`src/rtl/crosshair_overlay_if.sv`:
```
`default_nettype none
// ============================================================================
// Module      : vga_if
// Description : VGA timing and colour bundle passed between draw stages.
// Revision    : 1.0 - initial release
// ============================================================================
interface vga_if;
  logic [11:0] hcount;
  logic [11:0] vcount;
  logic        hsync;
  logic        vsync;
  logic        hblnk;
  logic        vblnk;
  logic [11:0] rgb;

  modport in  (input  hcount, vcount, hsync, vsync, hblnk, vblnk, rgb);
  modport out (output hcount, vcount, hsync, vsync, hblnk, vblnk, rgb);
endinterface
`default_nettype wire

```
`src/rtl/crosshair_overlay.sv`:
```
`default_nettype none
// ============================================================================
// Module      : crosshair_overlay
// Description : Plus-shaped crosshair drawn at a frame-latched mouse position,
//               with a fire flash/grow animation, cooldown and shot event.
// Revision    : 1.0 - initial release
// ============================================================================
module crosshair_overlay #(
  parameter int          ARM_LEN      = 7,
  parameter int          LINE_W       = 3,
  parameter int          GAP          = 0,
  parameter int          FLASH_GROW   = 3,
  parameter logic [11:0] COLOR_IDLE   = 12'hFFF,
  parameter logic [11:0] COLOR_FIRE   = 12'hF00,
  parameter int          FLASH_FRAMES = 6,
  parameter int          COOL_FRAMES  = 10,
  parameter int          H_ACTIVE     = 800,
  parameter int          V_ACTIVE     = 600
) (
  input  logic        clk,
  input  logic        rst,
  input  logic [11:0] xpos,
  input  logic [11:0] ypos,
  input  logic        fire,
  input  logic        en,
  vga_if.in           in,
  vga_if.out          out,
  output logic        shot_pulse,
  output logic [11:0] shot_x,
  output logic [11:0] shot_y,
  output logic        busy
);

  // Zero frame counts behave as a single frame
  localparam int FLASH_N = (FLASH_FRAMES < 1) ? 1 : FLASH_FRAMES;
  localparam int COOL_N  = (COOL_FRAMES  < 1) ? 1 : COOL_FRAMES;
  localparam int CNT_MAX = (FLASH_N > COOL_N) ? FLASH_N : COOL_N;
  localparam int CNT_W   = (CNT_MAX > 1) ? $clog2(CNT_MAX) : 1;

  localparam logic [CNT_W-1:0] FLASH_LOAD = CNT_W'(FLASH_N - 1);
  localparam logic [CNT_W-1:0] COOL_LOAD  = CNT_W'(COOL_N - 1);
  localparam logic [11:0] X_MAX    = 12'(H_ACTIVE - 1);
  localparam logic [11:0] Y_MAX    = 12'(V_ACTIVE - 1);
  localparam logic [11:0] X_RST    = 12'(H_ACTIVE / 2);
  localparam logic [11:0] Y_RST    = 12'(V_ACTIVE / 2);
  localparam logic [11:0] HALF_W   = 12'(LINE_W / 2);
  localparam logic [11:0] ARM_IDLE = 12'(ARM_LEN);
  localparam logic [11:0] ARM_FIRE = 12'(ARM_LEN + FLASH_GROW);

  typedef enum logic [1:0] {
    IDLE     = 2'd0,
    FLASH    = 2'd1,
    COOLDOWN = 2'd2
  } state_t;

  state_t            state;
  logic [CNT_W-1:0]  cnt;
  logic              vblnk_d;
  logic              fire_d;
  logic [11:0]       cur_x;
  logic [11:0]       cur_y;
  logic              frame_tick;
  logic              fire_edge;

  assign frame_tick = in.vblnk & ~vblnk_d;
  assign fire_edge  = fire & ~fire_d;

  // Edge-detect history and frame-synchronised position latch
  always_ff @(posedge clk or negedge rst) begin
    if (!rst) begin
      vblnk_d <= 1'b0;
      fire_d  <= 1'b0;
      cur_x   <= X_RST;
      cur_y   <= Y_RST;
    end else begin
      vblnk_d <= in.vblnk;
      fire_d  <= fire;
      if (frame_tick) begin
        cur_x <= (xpos > X_MAX) ? X_MAX : xpos;
        cur_y <= (ypos > Y_MAX) ? Y_MAX : ypos;
      end
    end
  end

  // Fire FSM: one shot per button edge, then frame-counted flash and cooldown
  always_ff @(posedge clk or negedge rst) begin
    if (!rst) begin
      state      <= IDLE;
      cnt        <= '0;
      shot_pulse <= 1'b0;
      shot_x     <= '0;
      shot_y     <= '0;
      busy       <= 1'b0;
    end else begin
      shot_pulse <= 1'b0;
      case (state)
        IDLE: begin
          // A coincident frame tick is ignored here so the new count stays intact
          if (fire_edge) begin
            state      <= FLASH;
            cnt        <= FLASH_LOAD;
            shot_x     <= cur_x;
            shot_y     <= cur_y;
            shot_pulse <= 1'b1;
            busy       <= 1'b1;
          end
        end
        FLASH: begin
          if (frame_tick) begin
            if (cnt == '0) begin
              state <= COOLDOWN;
              cnt   <= COOL_LOAD;
            end else begin
              cnt <= cnt - CNT_W'(1);
            end
          end
        end
        COOLDOWN: begin
          if (frame_tick) begin
            if (cnt == '0) begin
              state <= IDLE;
              busy  <= 1'b0;
            end else begin
              cnt <= cnt - CNT_W'(1);
            end
          end
        end
        default: begin
          state <= IDLE;
          busy  <= 1'b0;
        end
      endcase
    end
  end

  // Signed offsets so a cursor near an edge never wraps onto the far side
  logic signed [12:0] dx;
  logic signed [12:0] dy;
  logic        [12:0] dx_neg;
  logic        [12:0] dy_neg;

  assign dx     = $signed({1'b0, in.hcount}) - $signed({1'b0, cur_x});
  assign dy     = $signed({1'b0, in.vcount}) - $signed({1'b0, cur_y});
  assign dx_neg = -dx;
  assign dy_neg = -dy;

  logic [11:0] s1_adx, s1_ady, s1_arm, s1_color;
  logic [11:0] s1_hcount, s1_vcount, s1_rgb;
  logic        s1_hsync, s1_vsync, s1_hblnk, s1_vblnk, s1_en;

  // Stage 1: distances, arm length and colour for the current state
  always_ff @(posedge clk or negedge rst) begin
    if (!rst) begin
      s1_adx    <= '0;
      s1_ady    <= '0;
      s1_arm    <= '0;
      s1_color  <= '0;
      s1_hcount <= '0;
      s1_vcount <= '0;
      s1_rgb    <= '0;
      s1_hsync  <= 1'b0;
      s1_vsync  <= 1'b0;
      s1_hblnk  <= 1'b0;
      s1_vblnk  <= 1'b0;
      s1_en     <= 1'b0;
    end else begin
      s1_adx    <= dx[12] ? dx_neg[11:0] : dx[11:0];
      s1_ady    <= dy[12] ? dy_neg[11:0] : dy[11:0];
      s1_arm    <= (state == FLASH) ? ARM_FIRE : ARM_IDLE;
      s1_color  <= (state == FLASH) ? COLOR_FIRE : COLOR_IDLE;
      s1_hcount <= in.hcount;
      s1_vcount <= in.vcount;
      s1_rgb    <= in.rgb;
      s1_hsync  <= in.hsync;
      s1_vsync  <= in.vsync;
      s1_hblnk  <= in.hblnk;
      s1_vblnk  <= in.vblnk;
      s1_en     <= en;
    end
  end

  logic on_h_arm, on_v_arm, in_gap, hit;

  assign on_h_arm = (s1_adx <= s1_arm) && (s1_ady <= HALF_W);
  assign on_v_arm = (s1_ady <= s1_arm) && (s1_adx <= HALF_W);

  generate
    if (GAP > 0) begin : g_gap
      assign in_gap = (s1_adx < 12'(GAP)) && (s1_ady < 12'(GAP));
    end else begin : g_no_gap
      assign in_gap = 1'b0;
    end
  endgenerate

  assign hit = (on_h_arm || on_v_arm) && !in_gap && s1_en && !s1_hblnk && !s1_vblnk;

  // Stage 2: overlay the crosshair colour onto the delayed pixel stream
  always_ff @(posedge clk or negedge rst) begin
    if (!rst) begin
      out.hcount <= '0;
      out.vcount <= '0;
      out.hsync  <= 1'b0;
      out.vsync  <= 1'b0;
      out.hblnk  <= 1'b0;
      out.vblnk  <= 1'b0;
      out.rgb    <= '0;
    end else begin
      out.hcount <= s1_hcount;
      out.vcount <= s1_vcount;
      out.hsync  <= s1_hsync;
      out.vsync  <= s1_vsync;
      out.hblnk  <= s1_hblnk;
      out.vblnk  <= s1_vblnk;
      out.rgb    <= hit ? s1_color : s1_rgb;
    end
  end

endmodule
`default_nettype wire

```
`src/flat_wrapper.sv`:
```
// flat-port wrapper written by rule: the top's interface ports become plain ports
module crosshair_overlay_flat 
#(
  parameter int          ARM_LEN      = 7,
  parameter int          LINE_W       = 3,
  parameter int          GAP          = 0,
  parameter int          FLASH_GROW   = 3,
  parameter logic [11:0] COLOR_IDLE   = 12'hFFF,
  parameter logic [11:0] COLOR_FIRE   = 12'hF00,
  parameter int          FLASH_FRAMES = 6,
  parameter int          COOL_FRAMES  = 10,
  parameter int          H_ACTIVE     = 800,
  parameter int          V_ACTIVE     = 600
)
  (clk, rst, xpos, ypos, fire, en, shot_pulse, shot_x, shot_y, busy, in_hcount, in_vcount, in_hsync, in_vsync, in_hblnk, in_vblnk, in_rgb, out_hcount, out_vcount, out_hsync, out_vsync, out_hblnk, out_vblnk, out_rgb);
  vga_if in_i ();
  vga_if out_i ();
  input  logic clk;
  input  logic rst;
  input  logic [11:0] xpos;
  input  logic [11:0] ypos;
  input  logic fire;
  input  logic en;
  output logic shot_pulse;
  output logic [11:0] shot_x;
  output logic [11:0] shot_y;
  output logic busy;
  input wire logic [$bits(in_i.hcount)-1:0] in_hcount;
  input wire logic [$bits(in_i.vcount)-1:0] in_vcount;
  input wire logic [$bits(in_i.hsync)-1:0] in_hsync;
  input wire logic [$bits(in_i.vsync)-1:0] in_vsync;
  input wire logic [$bits(in_i.hblnk)-1:0] in_hblnk;
  input wire logic [$bits(in_i.vblnk)-1:0] in_vblnk;
  input wire logic [$bits(in_i.rgb)-1:0] in_rgb;
  output wire logic [$bits(out_i.hcount)-1:0] out_hcount;
  output wire logic [$bits(out_i.vcount)-1:0] out_vcount;
  output wire logic [$bits(out_i.hsync)-1:0] out_hsync;
  output wire logic [$bits(out_i.vsync)-1:0] out_vsync;
  output wire logic [$bits(out_i.hblnk)-1:0] out_hblnk;
  output wire logic [$bits(out_i.vblnk)-1:0] out_vblnk;
  output wire logic [$bits(out_i.rgb)-1:0] out_rgb;
  assign in_i.hcount = in_hcount;
  assign in_i.vcount = in_vcount;
  assign in_i.hsync = in_hsync;
  assign in_i.vsync = in_vsync;
  assign in_i.hblnk = in_hblnk;
  assign in_i.vblnk = in_vblnk;
  assign in_i.rgb = in_rgb;
  assign out_hcount = out_i.hcount;
  assign out_vcount = out_i.vcount;
  assign out_hsync = out_i.hsync;
  assign out_vsync = out_i.vsync;
  assign out_hblnk = out_i.hblnk;
  assign out_vblnk = out_i.vblnk;
  assign out_rgb = out_i.rgb;
  crosshair_overlay #(.ARM_LEN(ARM_LEN), .LINE_W(LINE_W), .GAP(GAP), .FLASH_GROW(FLASH_GROW), .COLOR_IDLE(COLOR_IDLE), .COLOR_FIRE(COLOR_FIRE), .FLASH_FRAMES(FLASH_FRAMES), .COOL_FRAMES(COOL_FRAMES), .H_ACTIVE(H_ACTIVE), .V_ACTIVE(V_ACTIVE)) u_core (.clk(clk), .rst(rst), .xpos(xpos), .ypos(ypos), .fire(fire), .en(en), .in(in_i), .out(out_i), .shot_pulse(shot_pulse), .shot_x(shot_x), .shot_y(shot_y), .busy(busy));
endmodule
```
`config.mk`:
```
export PLATFORM = sky130hd
export DESIGN_NAME = crosshair_overlay_flat
export DESIGN_NICKNAME = d
export VERILOG_FILES = /design/src/rtl/crosshair_overlay_if.sv /design/src/rtl/crosshair_overlay.sv /design/src/flat_wrapper.sv
export SDC_FILE = /design/constraint.sdc
export NUM_CORES = 1
export LEC_CHECK = 0
export ABC_AREA = 1
export BUFFER_PORTS_ARGS = -buffer_cell sky130_fd_sc_hd__buf_4
export CAP_MARGIN = 15
export CORE_MARGIN = 3
export CORE_UTILIZATION = 55
export DETAILED_ROUTE_END_ITERATION = 7
export PLACE_DENSITY = 0.88
export SLEW_MARGIN = 10
export SYNTH_ARGS = -nofsm -noshare
export SYNTH_HDL_FRONTEND = slang
export SYNTH_SLANG_ARGS = --single-unit
```
`constraint.sdc`:
```
create_clock -name clk -period 2.76 [get_ports clk]
set_input_delay 0 -clock clk [delete_from_list [all_inputs] [get_ports clk]]
set_output_delay 0 -clock clk [all_outputs]
set_load 0.02 [all_outputs]
```
==> impl_metrics.toml <==
[outcome]
status = "complete, no violations"

[route]
dr.first_iter.drc_count = 492
drt.antenna.violating_nets = 0
wl_per_cell_microns = 15.3
wl_microns = 18500
drt-pass1-iter-count = 6
route.detailed.drc = 0
routed_via_density = 5.22
via_count = 6311

[cells_and_area]
layout-drive-gt1-share_pct = 20.2
final_common_cell = "nand2_1"
final_cell_mix = "nand2_1, dfrtp_1, buf_4, inv_1, dlygate4sd3_1"
diodes = 0
finalNetCount = 1135
area_growth_pct = 34.6

[synthesis]
yosys_warnings = 0
ys_types = 36
synth_nets = 923
ys_ff_latch = 165
synth_area_per_cell_sq_um = 9.15
syn-cell-area_sq_um = 7440
yosysSeqAreaShare_pct = 55.6
syn-instance-count = 814

[critical_path]
crit-reg2reg-launch = "u_core.cur_y[0]"
startpoint_type = "register"
crit_required_ns = 3.08
crit_fanout = 4
startpoint = "u_core.cur_y[0]"
path_class = "reg -> reg"
cp-end-kind = "register"
cp.arrival_ns = 2.57

[timing]
fin_crit_sh_pct = 81.8
tns_ns = 0
clock_skew_ns = 0.00902
relSlewSlack_pct = 52.5
min_period_ns = 2.26
worst-slew-pin-transition_ns = 0.711
setup-violations-final = 0
hold_viol = 0
slew_violations = 0
setup_slack_ns = 0.503
rsz0062_at_grt = "false"
timing.fmax_mhz = 443

[place]
finalWeightedCongestion = 0.910
hpwl_microns = 12400
port_buffers = 133
place_ws_ns = 0.528

[die]
die-height_microns = 122
initial_utilization_pct = 57.6
num_rows = 41
coreArea_sq_um = 12900
fp.dieArea_sq_um = 15000
die_w_microns = 122
boundaryPins = 134

[clock_network]
cts_setup_buffers = 0
numCtsBuffers = 17
insertion_delay_ns = 0.43
clkSinkCount = 165
clockBufferDepth = 2
htreeDepth = 4
clockRootBuffer = "clkbuf_16"
path_clk_slew_ns = 0.06
cts_tree = "yes"

[min_path]
hold_start = "xpos[10]"
hold_path.class = "in -> reg"

[grt]
antenna_found_initial = 0
grt_max_degree = 60
grt_pass1_wl_microns = 30200
grt_usage_pct = 26.1
grt_pass1_vias = 6393
grt_overflow_total = 0

[pwr]
power.leakage_nw = 5.16
powerDensity_nw_per_um2 = 771
ir_drop_uv = 625

[flow_run]
maxCapViolCount = 0
-- through the flow --
stage	hold WS (ns)	power (mW)	std cells	utilization [%]	cell area [sq um]
after floorplan	-0.296	4.21	814	-	7440
after global placement	-0.0373	4.84	1113	67.0	8670
after detailed placement	-0.0301	4.93	1113	67.0	8670
after CTS	0.0287	7.70	1209	77.3	9990
after global routing	0.0766	8.14	1210	77.5	10000
final	0.0438	7.73	1210	77.5	10000
-- registers in the layout, indices dropped and copies added, names as in the netlist, 12 cells and up --
signal / flops
u_core.s1_vcount: 12
u_core.shot_y: 12
u_core.out.hcount: 12
u_core.cur_y: 12
u_core.shot_x: 12
u_core.s1_hcount: 12
u_core.s1_adx: 12
u_core.s1_rgb: 12
u_core.cur_x: 12
u_core.out.rgb: 12
u_core.s1_ady: 12
u_core.out.vcount: 12
-- power breakdown --
| group | internal, mW | switching [mW] | total, mW | leakage, nW |
|---|---|---|---|---|
| Sequential | 2.79 | 0.179 | 2.97 | 1.94 |
| Clock | 1.76 | 0.912 | 2.67 | 0.326 |
| Combinational | 0.809 | 1.28 | 2.08 | 2.90 |
| Total | 5.36 | 2.37 | 7.73 | 5.16 |
-- kinds of logic after synthesis --
group	synth area share (%)
AOI/OAI and AO/OA	7.53
DFF	55.6
buffers and inverters	7.26
adders and majority gates	7.09
other	0.0504
xor gates and xnor gates	2.12
and+or+nand+nor	20.4
-- layout make-up --
type | count | area, sq um
sequential | 165 | 4140
fill | 788 | 2910
multi-input combinational | 506 | 2770
timing repair buffer | 204 | 1730
inverter | 132 | 495
clock buffer | 22 | 474
tap | 172 | 215
clock inverter | 9 | 198
-- path summary, 6_finish.rpt --
path                                     endpoint  slack [ns]  depth (start not counted)
worst max register to register  u_core.s1_ady[10]        0.50                         14
worst max-delay path            u_core.s1_ady[10]        0.50                         14
worst min-delay path              u_core.cur_x[2]        0.04                          5
max in group asynchronous         u_core.cur_y[8]        1.90                          3
worst min register to register   u_core.out.hsync        0.35                          0
min in group asynchronous       u_core.out.rgb[1]        0.08                          2
-- Yosys cell counts (all sizes together) --
library cell | instances | share of area [%]
conb | 1 | 0.050
nand3 | 54 | 4.0
xnor2 | 4 | 0.47
a21boi | 1 | 0.10
o211ai | 1 | 0.10
nand3b | 4 | 0.40
dfrtp | 158 | 53
a32oi | 1 | 0.12
o21bai | 2 | 0.20
buf | 3 | 0.18
a211oi | 1 | 0.10
nor3 | 9 | 0.60
xor2 | 14 | 1.6
nand2 | 221 | 12
nand4 | 8 | 0.67
a22oi | 1 | 0.10
o21ai | 57 | 3.8
ha | 39 | 6.6
fa | 2 | 0.54
clkbuf | 8 | 0.42
nor2 | 45 | 2.5
dfstp | 7 | 2.5
nor4 | 4 | 0.34
o31ai | 10 | 1.0
a21oi | 24 | 1.7
o22ai | 3 | 0.25
inv | 132 | 6.7
-- worst max-delay path, stage by stage (launching register included) --
cell,delay [ns]
dfrtp_1,0.39
ha_1,0.18
inv_1,0.12
fa_1,0.45
inv_1,0.09
ha_1,0.17
inv_1,0.04
nor2_1,0.13
nand3_1,0.10
a21oi_2,0.13
nand2_1,0.10
nand2_2,0.08
nand2_1,0.05
nand2_1,0.07
nand2_1,0.05
-- per-layer routing --
metal	wire length [microns]	GRT usage (%)	vias to the layer above	share of wire (%)
met4	563	11.7	0	3.0
li1	-	-	3009	-
met5	0	0	-	0
met1	7480	31.8	2951	40
met3	1460	8.06	57	7.9
met2	8980	42.8	294	49
-- what timing repair did --
item,CTS,global route
resized for setup,0,0
hold endpoints to repair,176,0
hold buffers,65,0
Power figures use the tool's default switching activity.
